## src/rtl/mem_port_arbiter_pkg.sv

```systemverilog
// Shared types and helpers for the CPU/DMA memory port arbiter.
// Optional statistics counters are enabled with the MEM_ARB_STATS_EN macro.
package MemArbPkg;

    typedef enum logic {ArbIdle, ArbDma} arb_state_e;

    typedef enum logic [1:0] {OwnNone, OwnCpu, OwnDma} arb_owner_e;

    localparam logic [31:0] StatMax = 32'hFFFF_FFFF;

    // Saturating increment used by the statistics counters.
    function automatic logic [31:0] sat_inc32(input logic [31:0] v);
        return (v == StatMax) ? v : v + 32'd1;
    endfunction

endpackage

```

## src/rtl/mem_port_arbiter_rsp.sv

```systemverilog
// Read-response register for one requester: captures RAM read data on a
// granted read and raises rvalid for exactly the following cycle.
module mem_arb_rsp_reg
    import MemArbPkg::*;
#(
    parameter int unsigned DATA_W = 32
) (
    input  logic              clk,
    input  logic              reset_n,
    input  logic              capture,
    input  logic [DATA_W-1:0] mem_rdata,
    output logic              rvalid,
    output logic [DATA_W-1:0] rdata
);

    logic              rvalid_q;
    logic [DATA_W-1:0] rdata_q;

    // Capture read data; rdata holds until the next granted read.
    always_ff @(posedge clk or negedge reset_n) begin
        if (!reset_n) begin
            rvalid_q <= 1'b0;
            rdata_q  <= '0;
        end else begin
            rvalid_q <= capture;
            if (capture) begin
                rdata_q <= mem_rdata;
            end
        end
    end

    assign rvalid = rvalid_q;
    assign rdata  = rdata_q;

endmodule

```

## src/rtl/mem_port_arbiter.sv

```systemverilog
// CPU/DMA arbiter for the single-port unified RAM. CPU has fixed priority,
// DMA bursts are locked up to MAX_BURST beats and a starvation counter forces
// a DMA win after STARVE_LIMIT denied cycles.
// Define MEM_ARB_STATS_EN to build the stall/beat statistics counters.
module mem_port_arbiter
    import MemArbPkg::*;
#(
    parameter int unsigned ADDR_W       = 32,
    parameter int unsigned DATA_W       = 32,
    parameter int unsigned MAX_BURST    = 8,
    parameter int unsigned STARVE_LIMIT = 16
) (
    input  logic              clk,
    input  logic              reset_n,
    input  logic              cpu_req,
    input  logic              cpu_we,
    input  logic [ADDR_W-1:0] cpu_addr,
    input  logic [DATA_W-1:0] cpu_wdata,
    output logic              cpu_gnt,
    output logic              cpu_stall,
    output logic              cpu_rvalid,
    output logic [DATA_W-1:0] cpu_rdata,
    input  logic              dma_req,
    input  logic              dma_we,
    input  logic [ADDR_W-1:0] dma_addr,
    input  logic [DATA_W-1:0] dma_wdata,
    input  logic              dma_last,
    output logic              dma_gnt,
    output logic              dma_rvalid,
    output logic [DATA_W-1:0] dma_rdata,
    output logic [ADDR_W-1:0] mem_addr,
    output logic [DATA_W-1:0] mem_wdata,
    output logic              mem_we,
    input  logic [DATA_W-1:0] mem_rdata,
    output logic [31:0]       stat_cpu_stall,
    output logic [31:0]       stat_dma_beats
);

    localparam int unsigned BeatW   = $clog2(MAX_BURST + 1);
    localparam int unsigned StarveW = $clog2(STARVE_LIMIT + 1);

    arb_state_e         state_q, state_d;
    arb_owner_e         owner;
    logic [BeatW-1:0]   beat_q, beat_d;
    logic [StarveW-1:0] starve_q, starve_d;
    logic               dma_starved;

    assign dma_starved = (starve_q == StarveW'(STARVE_LIMIT));

    // Arbitration, burst lock and starvation tracking.
    always_comb begin
        state_d  = state_q;
        beat_d   = beat_q;
        starve_d = starve_q;
        owner    = OwnNone;
        unique case (state_q)
            ArbIdle: begin
                if (cpu_req && !(dma_starved && dma_req)) begin
                    owner = OwnCpu;
                end else if (dma_req) begin
                    owner = OwnDma;
                end
                if (owner == OwnDma && !dma_last && MAX_BURST > 1) begin
                    state_d = ArbDma;
                    beat_d  = BeatW'(1);
                end
            end
            ArbDma: begin
                if (dma_req) begin
                    owner  = OwnDma;
                    beat_d = beat_q + BeatW'(1);
                    if (dma_last || (beat_q + BeatW'(1) == BeatW'(MAX_BURST))) begin
                        state_d = ArbIdle;
                        beat_d  = '0;
                    end
                end else begin
                    // Burst aborted by the DMA dropping its request.
                    state_d = ArbIdle;
                    beat_d  = '0;
                end
            end
            default: state_d = ArbIdle;
        endcase
        // Grants are suppressed while reset is asserted.
        if (!reset_n) begin
            owner = OwnNone;
        end
        if (dma_req && owner != OwnDma) begin
            starve_d = dma_starved ? starve_q : starve_q + StarveW'(1);
        end else begin
            starve_d = '0;
        end
    end

    // Arbiter state register.
    always_ff @(posedge clk or negedge reset_n) begin
        if (!reset_n) begin
            state_q  <= ArbIdle;
            beat_q   <= '0;
            starve_q <= '0;
        end else begin
            state_q  <= state_d;
            beat_q   <= beat_d;
            starve_q <= starve_d;
        end
    end

    assign cpu_gnt   = (owner == OwnCpu);
    assign dma_gnt   = (owner == OwnDma);
    assign cpu_stall = cpu_req & ~cpu_gnt;

    // RAM port mux driven from the granted requester; idle drives zeros.
    always_comb begin
        mem_addr  = '0;
        mem_wdata = '0;
        mem_we    = 1'b0;
        case (owner)
            OwnCpu: begin
                mem_addr  = cpu_addr;
                mem_wdata = cpu_wdata;
                mem_we    = cpu_we;
            end
            OwnDma: begin
                mem_addr  = dma_addr;
                mem_wdata = dma_wdata;
                mem_we    = dma_we;
            end
            default: ;
        endcase
    end

    mem_arb_rsp_reg #(
        .DATA_W(DATA_W)
    ) u_cpu_rsp (
        .clk      (clk),
        .reset_n  (reset_n),
        .capture  (cpu_gnt & ~cpu_we),
        .mem_rdata(mem_rdata),
        .rvalid   (cpu_rvalid),
        .rdata    (cpu_rdata)
    );

    mem_arb_rsp_reg #(
        .DATA_W(DATA_W)
    ) u_dma_rsp (
        .clk      (clk),
        .reset_n  (reset_n),
        .capture  (dma_gnt & ~dma_we),
        .mem_rdata(mem_rdata),
        .rvalid   (dma_rvalid),
        .rdata    (dma_rdata)
    );

`ifdef MEM_ARB_STATS_EN
    logic [31:0] stat_cpu_stall_q;
    logic [31:0] stat_dma_beats_q;

    // Saturating stall-cycle and DMA-beat counters.
    always_ff @(posedge clk or negedge reset_n) begin
        if (!reset_n) begin
            stat_cpu_stall_q <= '0;
            stat_dma_beats_q <= '0;
        end else begin
            if (cpu_stall) begin
                stat_cpu_stall_q <= sat_inc32(stat_cpu_stall_q);
            end
            if (dma_gnt) begin
                stat_dma_beats_q <= sat_inc32(stat_dma_beats_q);
            end
        end
    end

    assign stat_cpu_stall = stat_cpu_stall_q;
    assign stat_dma_beats = stat_dma_beats_q;
`else
    assign stat_cpu_stall = '0;
    assign stat_dma_beats = '0;
`endif

endmodule

```

## config.mk

```make
export PLATFORM = sky130hd
export DESIGN_NAME = mem_port_arbiter
export DESIGN_NICKNAME = d
export VERILOG_FILES = /design/src/rtl/mem_port_arbiter_pkg.sv /design/src/rtl/mem_port_arbiter_rsp.sv /design/src/rtl/mem_port_arbiter.sv
export SDC_FILE = /design/constraint.sdc
export NUM_CORES = 1
export LEC_CHECK = 0
export CAP_MARGIN = 20
export CORE_AREA = 2 2 143 145
export CTS_CLUSTER_SIZE = 20
export DETAILED_ROUTE_END_ITERATION = 10
export DIE_AREA = 0 0 145 147
export GPL_ROUTABILITY_DRIVEN = 0
export GPL_TIMING_DRIVEN = 0
export PLACE_DENSITY = 0.69
export SYNTH_ARGS = -nofsm -noshare
export SYNTH_HDL_FRONTEND = slang
export SYNTH_SLANG_ARGS = --single-unit
```

## constraint.sdc

```tcl
create_clock -name clk -period 2.5 [get_ports clk]
set_clock_uncertainty 0.05 [all_clocks]
set_input_delay 0.5 -clock clk [delete_from_list [all_inputs] [get_ports clk]]
set_output_delay 0.5 -clock clk [all_outputs]
set_load 0.05 [all_outputs]
```

# Word level (Yosys, flattened, before mapping)
# Cells that the tools add are included.
# W data, S select, Z words.
word_totals:
  wordCells: 49
  out_inout_bits: 198
  inputBits: 167
  ff_bits: 76
op_classes:
  reduce_logical: 7
  addsub: 2
  bitwise_logic: 7
  n_eq_ne: 8
  muxes: 18
op_table:
  columns: ["cell", "n"]
  rows:
  - ["$pmux W32 S2", 2]
  - ["$mux W4", 3]
  - ["$mux W5", 2]
  - ["$mux W2", 4]
  - ["$pmux W4 S2", 1]
  - ["$ne A2 B2 Y1 const B", 3]
  - ["$add A5 B1 Y5 const B", 1]
  - ["$eq A5 B5 Y1 const B", 1]
  - ["$add A4 B1 Y4 const B", 1]
  - ["$eq A2 B2 Y1 const B", 2]
  - ["$eq A4 B4 Y1 const B", 1]
  - ["$logic_and A1 B1 Y1", 4]
  - ["$not A1 Y1", 4]
  - ["$pmux W1 S2", 2]
  - ["$pmux W2 S2", 1]
  - ["$and A1 B1 Y1", 3]
  - ["$mux W1", 3]
  - ["$eq A2 B1 Y1 const B", 1]
  - ["$logic_not A1 Y1", 2]
  - ["$logic_or A1 B1 Y1", 1]

# Logic depth before layout (Yosys ltp)
# Gate-level depths: netlist (run 1).
logic_depth:
  ltp_word: 11
  mapped_depth: 12

# By module
# From an unflattened synthesis (run 1), not the netlist that was laid out.
unflattened:
  hier_cells: 426
  area_unflattened_um2: 4728.3
by_module_without_submodules:
  columns: ["mod", "cells_per_inst", "instances", "seq_area_each_um2", "area_each_um2"]
  rows:
  - ["mem_arb_rsp_reg", 69, 2, 825.8, 1370.1]
  - ["mem_port_arbiter", 288, 1, 250.2, 1988.2]

# Worst setup path before layout (run 1)
# Ideal clock, no wire load.
synth_path:
  path_kind: "register to output"
  start: "register starve_q[0]"
  end: "output mem_addr[0]"
  t_arrival_ns: 3.143
  stages_incl_launch_ff: 13
  slack_ns: -1.193
  cell_sequence: "dfrtp_1 > inv_1 > ha_1 > nor4bb_1 > buf_4 > nand2_1 > and3_1 > inv_1 > ha_1 > clkbuf_1 > clkbuf_1 > a22oi_1 > nor2_1"
synth_between:
  elab_chain_len: 10
  word_cells_on_any_way: 11
  classes_between: "eq/ne (3); mux (5); reduce/logical (3)"
synth_rtl:
  columns: ["element", "line_no", "rtl"]
  rows:
  - ["start, declared", "mem_port_arbiter.sv:45", "logic [StarveW-1:0] starve_q, starve_d;"]
  - ["start signal, assigned", "mem_port_arbiter.sv:104", "starve_q <= starve_d;"]
  - ["$eq A5 B5 Y1", "mem_port_arbiter.sv:48", "assign dma_starved = (starve_q == StarveW'(STARVE_LIMIT));"]
  - ["$logic_and A1 B1 Y1", "mem_port_arbiter.sv:58", "if (cpu_req && !(dma_starved && dma_req)) begin"]
  - ["$logic_not A1 Y1", "mem_port_arbiter.sv:58", null]
  - ["$logic_and A1 B1 Y1", "mem_port_arbiter.sv:58", null]
  - ["$mux W2", "mem_port_arbiter.sv:58", null]
  - ["$mux W2", "mem_port_arbiter.sv:56", "unique case (state_q)"]
  - ["$pmux W2 S2", "mem_port_arbiter.sv:56", null]
  - ["$mux W2", "mem_port_arbiter.sv:85", "if (!reset_n) begin"]
  - ["$eq A2 B2 Y1", null, null]
  - ["via dma_gnt", "mem_port_arbiter.sv:28", "output logic dma_gnt,"]
  - ["$pmux W32 S2", "mem_port_arbiter.sv:117", "case (owner)"]
  - ["end, declared", "mem_port_arbiter.sv:31", "output logic [ADDR_W-1:0] mem_addr,"]
# The timed path passes the listed nets, and every way through them passes these cells. The select of a mux whose other input is x is not followed.

# Final worst setup path (run 1)
layout_path:
  start: "register starve_q[0]"
  end: "output mem_wdata[3]"
layout_between:
  elab_chain_len: 10
  word_cells_on_any_way: 11
  classes_between: "eq/ne (3); mux (5); reduce/logical (3)"
layout_rtl:
  columns: ["element", "line_no", "rtl"]
  rows:
  - ["$eq A5 B5 Y1 *", "mem_port_arbiter.sv:48", null]
  - ["$logic_and A1 B1 Y1 *", "mem_port_arbiter.sv:58", null]
  - ["$logic_not A1 Y1 *", "mem_port_arbiter.sv:58", null]
  - ["$logic_and A1 B1 Y1 *", "mem_port_arbiter.sv:58", null]
  - ["$mux W2 *", "mem_port_arbiter.sv:58", null]
  - ["$mux W2 *", "mem_port_arbiter.sv:56", null]
  - ["$pmux W2 S2 *", "mem_port_arbiter.sv:56", null]
  - ["$mux W2 *", "mem_port_arbiter.sv:85", null]
  - ["$eq A2 B2 Y1 / $eq A2 B1 Y1 (equally long branches)", "mem_port_arbiter.sv:117", null]
  - ["$pmux W32 S2 *", "mem_port_arbiter.sv:117", null]
  - ["end, declared", "mem_port_arbiter.sv:32", "output logic [DATA_W-1:0] mem_wdata,"]
# Mark *: on every way between the ends. The rest lies on a longest branch, timed or not. The select of a mux whose other input is x is not followed.

==> results.sh, run 1 <==
export IMPL_status="finished, violations left"
export IMPL_failed_checks="setup timing"
export IMPL_timing_slew_headroom_pct=62.55
export IMPL_max_freq_ghz=0.3326
export IMPL_grt_setup_unrepaired="true"
export IMPL_r2r_slack_ps=-50
export IMPL_tightest_slew_ps=559.9
export IMPL_cp_max_fo=10
export IMPL_synth_edf_count=0
export IMPL_fp_dieH_um=147
export IMPL_crit_type="flop to output port"
export IMPL_synth_seq_cells=76
export IMPL_powerDensity_nw_per_um2=613.6
export IMPL_yosys_area_top_type_share_pct=43.49
export IMPL_dp_hpwl_um=14550
export IMPL_mostFrequentLayoutCells="clkdlybuf4s50_1, buf_4, dfrtp_1"
export IMPL_finalNetCount=1005
export IMPL_drv_cap=0
export IMPL_fp_coreArea_um2=19840
export IMPL_synthDistinctLibCells=30
export IMPL_placed_cells_incl_taps=1055
export IMPL_cts_sinks=76
export IMPL_drtPass1Iterations=4
export IMPL_p_leak_nw=4.215
export IMPL_start_kind="flop"
export IMPL_grt_total_usage_pct=17.43
export IMPL_slowest_delay_ps=400
export IMPL_vdd_drop_max_uv=576.0
export IMPL_cts_tree="yes"
export IMPL_cts_buffers=9
export IMPL_cts_max_level=3
export IMPL_ys_seq_area_share_pct=43.49
export IMPL_grt_pass1_vias=4923
export IMPL_antenna_found_initial=1
export IMPL_regArea_um2=1902
export IMPL_start_util_pct=22.04
export IMPL_fin_crit_ps=3006
export IMPL_syn_avg_cell_area_um2=10.39
export IMPL_fp_dieArea_um2=21320
export IMPL_synth_area_top_cells="dfrtp_1, mux2_2, a22oi_1"
export IMPL_rows=52
export IMPL_drt_iter0_markers=64
export IMPL_synth_warning_count=0
export IMPL_critical_path_slowest_cell="dfrtp_1"
export IMPL_finalSetupViolations=95
export IMPL_postLayoutCoreUtil_pct=51.85
export IMPL_vias=4632
export IMPL_holdBufCountCts=0
export IMPL_reg2regPathDepth=12
export IMPL_end_kind="output port"
export IMPL_cp_data_arrival_time_ps=2460
export IMPL_cp_cell_sequence="inv_2 -> ha_4 -> nor4bb_4 -> nand2b_4 -> nand3_4 -> ha_4 -> buf_12 -> buf_8 -> a22oi_2 -> nor2_4 -> buf_8"
export IMPL_gr_total_overflow=0
export IMPL_period_share_pct=120.2
export IMPL_syn_inst=421
export IMPL_async_reset_ff_share_pct=100.0
export IMPL_power_mw=6.314
export IMPL_clk_pin_slew_worst_paths_ps=60
export IMPL_multi_input_area_um2=3050
export IMPL_yosys_most_used_dff="dfrtp_1"
export IMPL_mostFrequentLayoutCell="clkdlybuf4s50_1"
export IMPL_fillers=1708
export IMPL_whs_ps=18.74
export IMPL_drive_gt1_share_pct=50.30
export IMPL_drc=0
export IMPL_netlist_area_um2=4373
export IMPL_hold_viol=0
export IMPL_worst_r2r_endpoint="u_dma_rsp.rdata[31]"
export IMPL_grt_max_degree=30
export IMPL_crit_path_start="starve_q[0]"
export IMPL_grt_pass1_wl_um=28990
export IMPL_ctsRootBufferMaster="clkbuf_16"
export IMPL_cp_required_ps=1950
export IMPL_port_buffers=300
export IMPL_clk_latency_ps=320
export IMPL_area_delta_synth_final_pct=135.3
export IMPL_holdCritPathClass="primary input to async pin"
export IMPL_reg2reg_from="starve_q[0]"
export IMPL_setup_slack_ps=-506.2
export IMPL_routed_wl_um=20020
export IMPL_fp_dieW_um=145
export IMPL_instances_no_fill=1106
export IMPL_io_pins=365
export IMPL_drv_slew=0
export IMPL_yosysTopAreaCell="dfrtp_1"
export IMPL_drtAntennaViolNets=0
export IMPL_wl_per_cell_um=18.10
export IMPL_cts_buffer_depth=2
export IMPL_vias_per_cell=4.188
-- logic make-up after synthesis --
logic type	share of synthesized area, %
multiplexers	16.94
buffers and inverters	14.39
AO/OA/AOI/OAI	12.82
adder cells (fa/ha/maj)	2.003
other	0.08575
flip-flops	43.49
XOR/XNOR	1.402
AND/OR/NAND/NOR	8.870
-- worst max path at each step --
stage,end,cells after the start,slack [ps]
after CTS,mem_addr[18],13,-550
after global placement,mem_addr[7],9,-4400
after global routing,mem_addr[28],11,-600
final,mem_wdata[3],11,-510
after floorplan,mem_addr[0],12,-530
after detailed placement,mem_wdata[21],9,-1590
-- repair_timing --
action / in CTS / in global routing
pin swaps: 34 / 26
setup buffers: 26 / 6
cloned: 4 / 8
resized for setup: 582 / 87
setup endpoints to repair: 130 / 127
-- per-stage QoR --
stage | cell area, µm² | setup slack (ps) | setup TNS [ps]
5_1_grt | 10290 | -602.8 | -40340
3_5_place_dp | 8637 | -1590 | -125530
6_report | 10290 | -506.2 | -29990
4_1_cts | 9804 | -554.2 | -33380
2_1_floorplan | 5271 | -534.3 | -22480
3_3_place_gp | 8612 | -4401 | -682460
-- synth_stat cells (4+ instances only) --
cell type  count
inv_1          6
ha_1           7
nor2_1        70
buf_1          9
a22oi_1       65
buf_4         65
dfrtp_1       76
mux2_2        62
nand3_1        6
clkbuf_1      12
nand2_1        4
buf_2          8
xnor2_1        4
-- routing by layer --
layer  vias to the layer above  wire (µm)  global-route usage, %  part of all wire, %
li1                       2180          -                      -                    -
met1                      2213       7592                  19.71                   38
met2                       214      10260                  30.38                   51
met3                        25       1697                  6.273                  8.5
met4                         0        470                  6.238                  2.3
met5                         -          0                      0                    0
-- critical path, delay by kind of cell (launching register included) --
kind / cells / cell delay, ps
compound gates: 1 / 220
fa+ha+maj: 2 / 330
buf+inv: 4 / 540
flops: 1 / 400
simple gates: 4 / 630
-- power by group --
| part | internal, mW | total, mW | switching, mW |
|---|---|---|---|
| sequential | 1.50 | 1.65 | 0.152 |
| combinational | 1.31 | 3.25 | 1.93 |
| clock | 0.921 | 1.41 | 0.493 |
| total | 3.73 | 6.31 | 2.58 |
-- state kept, by name (all words and copies together), names as in the netlist --
name and flops:
starve_q 5, beat_q 4, state_q 1, u_dma_rsp.rvalid 1, u_cpu_rsp.rvalid 1, u_cpu_rsp.rdata 32, u_dma_rsp.rdata 32
-- final cells by class --
| cell class | instances | share of cell area, % |
|---|---|---|
| antenna | 1 | 0.02432 |
| buffer | 92 | 9.571 |
| clock buffer | 11 | 2.457 |
| clock inverter | 4 | 0.7053 |
| inverter | 6 | 0.2675 |
| multi-input combinational | 308 | 29.65 |
| sequential | 76 | 18.48 |
| tap | 270 | 3.283 |
| timing repair buffer | 338 | 35.56 |
(Power assumes the default switching activity.)
==> inputs of run 2 (changes only) <==
SLEW_MARGIN = 20   (was default)
==> results.sh, run 2 (synthesis results as in run 1) <==
export IMPL_grt_pass1_wl_um=29120
export IMPL_dpl_cell_area_um2=8637
export IMPL_cts_tree="yes"
export IMPL_max_freq_ghz=0.3294
export IMPL_grt_total_usage_pct=17.65
export IMPL_fp_dieH_um=147
export IMPL_antenna_cells=0
export IMPL_fp_dieW_um=145
export IMPL_clk_latency_ps=330
export IMPL_fillers=1702
export IMPL_cp_required_ps=1950
export IMPL_wl_per_cell_um=18.02
export IMPL_crit_type="flop to output port"
export IMPL_end_kind="output port"
export IMPL_cts_sinks=76
export IMPL_timing_slew_headroom_pct=60.34
export IMPL_gr_total_overflow=0
export IMPL_failed_checks="setup timing"
export IMPL_p_leak_nw=4.169
export IMPL_cts_max_level=3
export IMPL_drv_cap=0
export IMPL_port_buffers=300
export IMPL_grt_setup_unrepaired="true"
export IMPL_antenna_found_initial=0
export IMPL_multi_input_area_um2=2967
export IMPL_grt_max_degree=51
export IMPL_drive_gt1_share_pct=50.24
export IMPL_fp_coreArea_um2=19840
export IMPL_clk_pin_slew_worst_paths_ps=60
export IMPL_ctsRootBufferMaster="clkbuf_16"
export IMPL_start_kind="flop"
export IMPL_powerDensity_nw_per_um2=615.1
export IMPL_finish_instance_area_um2=10220
export IMPL_drtPass1Iterations=4
export IMPL_setup_slack_ps=-536.1
export IMPL_status="finished, violations left"
export IMPL_routed_wl_um=19960
export IMPL_regArea_um2=1902
export IMPL_cp_max_fo=5
export IMPL_rows=52
export IMPL_drc=0
export IMPL_vias=4612
export IMPL_fin_crit_ps=3036
export IMPL_grt_pass1_vias=4867
export IMPL_tightest_slew_ps=597.3
export IMPL_start_util_pct=22.04
export IMPL_mostFrequentLayoutCells="clkdlybuf4s50_1, buf_4, dfrtp_1"
export IMPL_whs_ps=59.55
export IMPL_placed_cells_incl_taps=1055
export IMPL_vdd_drop_max_uv=616.1
export IMPL_drtAntennaViolNets=0
export IMPL_cts_buffer_depth=2
export IMPL_vias_per_cell=4.162
export IMPL_drt_iter0_markers=66
export IMPL_drv_slew=0
export IMPL_mostFrequentLayoutCell="clkdlybuf4s50_1"
export IMPL_instances_no_fill=1108
export IMPL_dp_hpwl_um=14590
export IMPL_finalNetCount=1007
export IMPL_cts_buffers=9
export IMPL_fp_dieArea_um2=21320
export IMPL_area_delta_synth_final_pct=133.7
export IMPL_io_pins=365
export IMPL_hold_viol=0
export IMPL_cp_data_arrival_time_ps=2490
export IMPL_period_share_pct=121.4
export IMPL_holdCritPathClass="primary input to async pin"
export IMPL_finalSetupViolations=97
==> run 2: cell types whose count changed in the layout (fill, tap and decap cells not counted), moves of 2 or more <==
cell and delta:
buf_12 -4, buf_16 +2, buf_2 -3, buf_4 -2, buf_6 +4, buf_8 +6, clkbuf_16 -2, inv_6 +2
mux2_2 +19, mux2_4 -19
==> run 2: cell type report <==
| class | count | share of cell area [%] |
|---|---|---|
| sequential | 76 | 18.61 |
| clock buffer | 9 | 2.203 |
| timing repair buffer | 339 | 35.90 |
| clock inverter | 7 | 0.9671 |
| tap | 270 | 3.305 |
| buffer | 93 | 9.720 |
| inverter | 6 | 0.2693 |
| multi-input combinational | 308 | 29.02 |
==> run 2: path summary, 6_finish.rpt <==
kind | slack [ps] | cells past startpoint | from | endpoint
worst max register to register | -50 | 13 | starve_q[1] | u_dma_rsp.rdata[12]
max in group asynchronous | 2070 | 2 | reset_n | beat_q[3]
min in group clk | 450 | 1 | u_cpu_rsp.rdata[20] | u_cpu_rsp.rdata[20]
worst min-delay path | 60 | 2 | reset_n | u_cpu_rsp.rdata[14]
worst min register to register | 450 | 1 | u_cpu_rsp.rdata[20] | u_cpu_rsp.rdata[20]
worst max-delay path | -540 | 13 | starve_q[1] | mem_addr[7]
==> run 2: repair_timing <==
| item | 4_1_cts | 5_1_grt |
|---|---|---|
| resized for setup | 607 | 45 |
| gates cloned | 5 | 5 |
| setup buffers | 26 | 8 |
| setup endpoints to repair | 128 | 130 |
| pin swaps | 31 | 25 |
| hold buffers | 1 | 0 |
| hold endpoints to repair | 28 | 0 |
==> run 2: layer usage <==
metal  routed length, µm  share of wire (%)  global-route usage, %
met2               10030                 50                  30.67
met5                   0                  0                      0
met1                7636                 38                  19.89
met3                1813                9.1                  6.584
met4                 482                2.4                  6.337
==> run 2: power by group <==
part | switching [mW] | internal [mW] | leakage, nW
Clock | 0.529 | 0.881 | 0.156
Combinational | 1.94 | 1.30 | 3.08
Sequential | 0.146 | 1.50 | 0.927
Total | 2.61 | 3.68 | 4.17
==> run 2: worst max-delay path, stage by stage, from the launching register on <==
cell	delay, ps
dfrtp_1	350
inv_1	70
ha_4	150
nor4bb_4	140
buf_4	150
nand2_1	60
and3_4	210
inv_4	40
ha_4	170
clkbuf_16	160
clkbuf_16	150
a22oi_2	250
nor2_4	70
buf_8	150
==> run 2: stage by stage <==
| step | total power, mW | setup TNS, ps | util (%) | worst slack, ps |
|---|---|---|---|---|
| after global placement | 4.583 | -682460 | 43.40 | -4401 |
| after floorplan | 3.537 | -22480 | - | -534.3 |
| after CTS | 6.274 | -36350 | 50.01 | -588.9 |
| after global routing | 6.554 | -48360 | 51.51 | -664.4 |
| after detailed placement | 4.604 | -124230 | 43.52 | -1585 |
| final | 6.287 | -33890 | 51.51 | -536.1 |
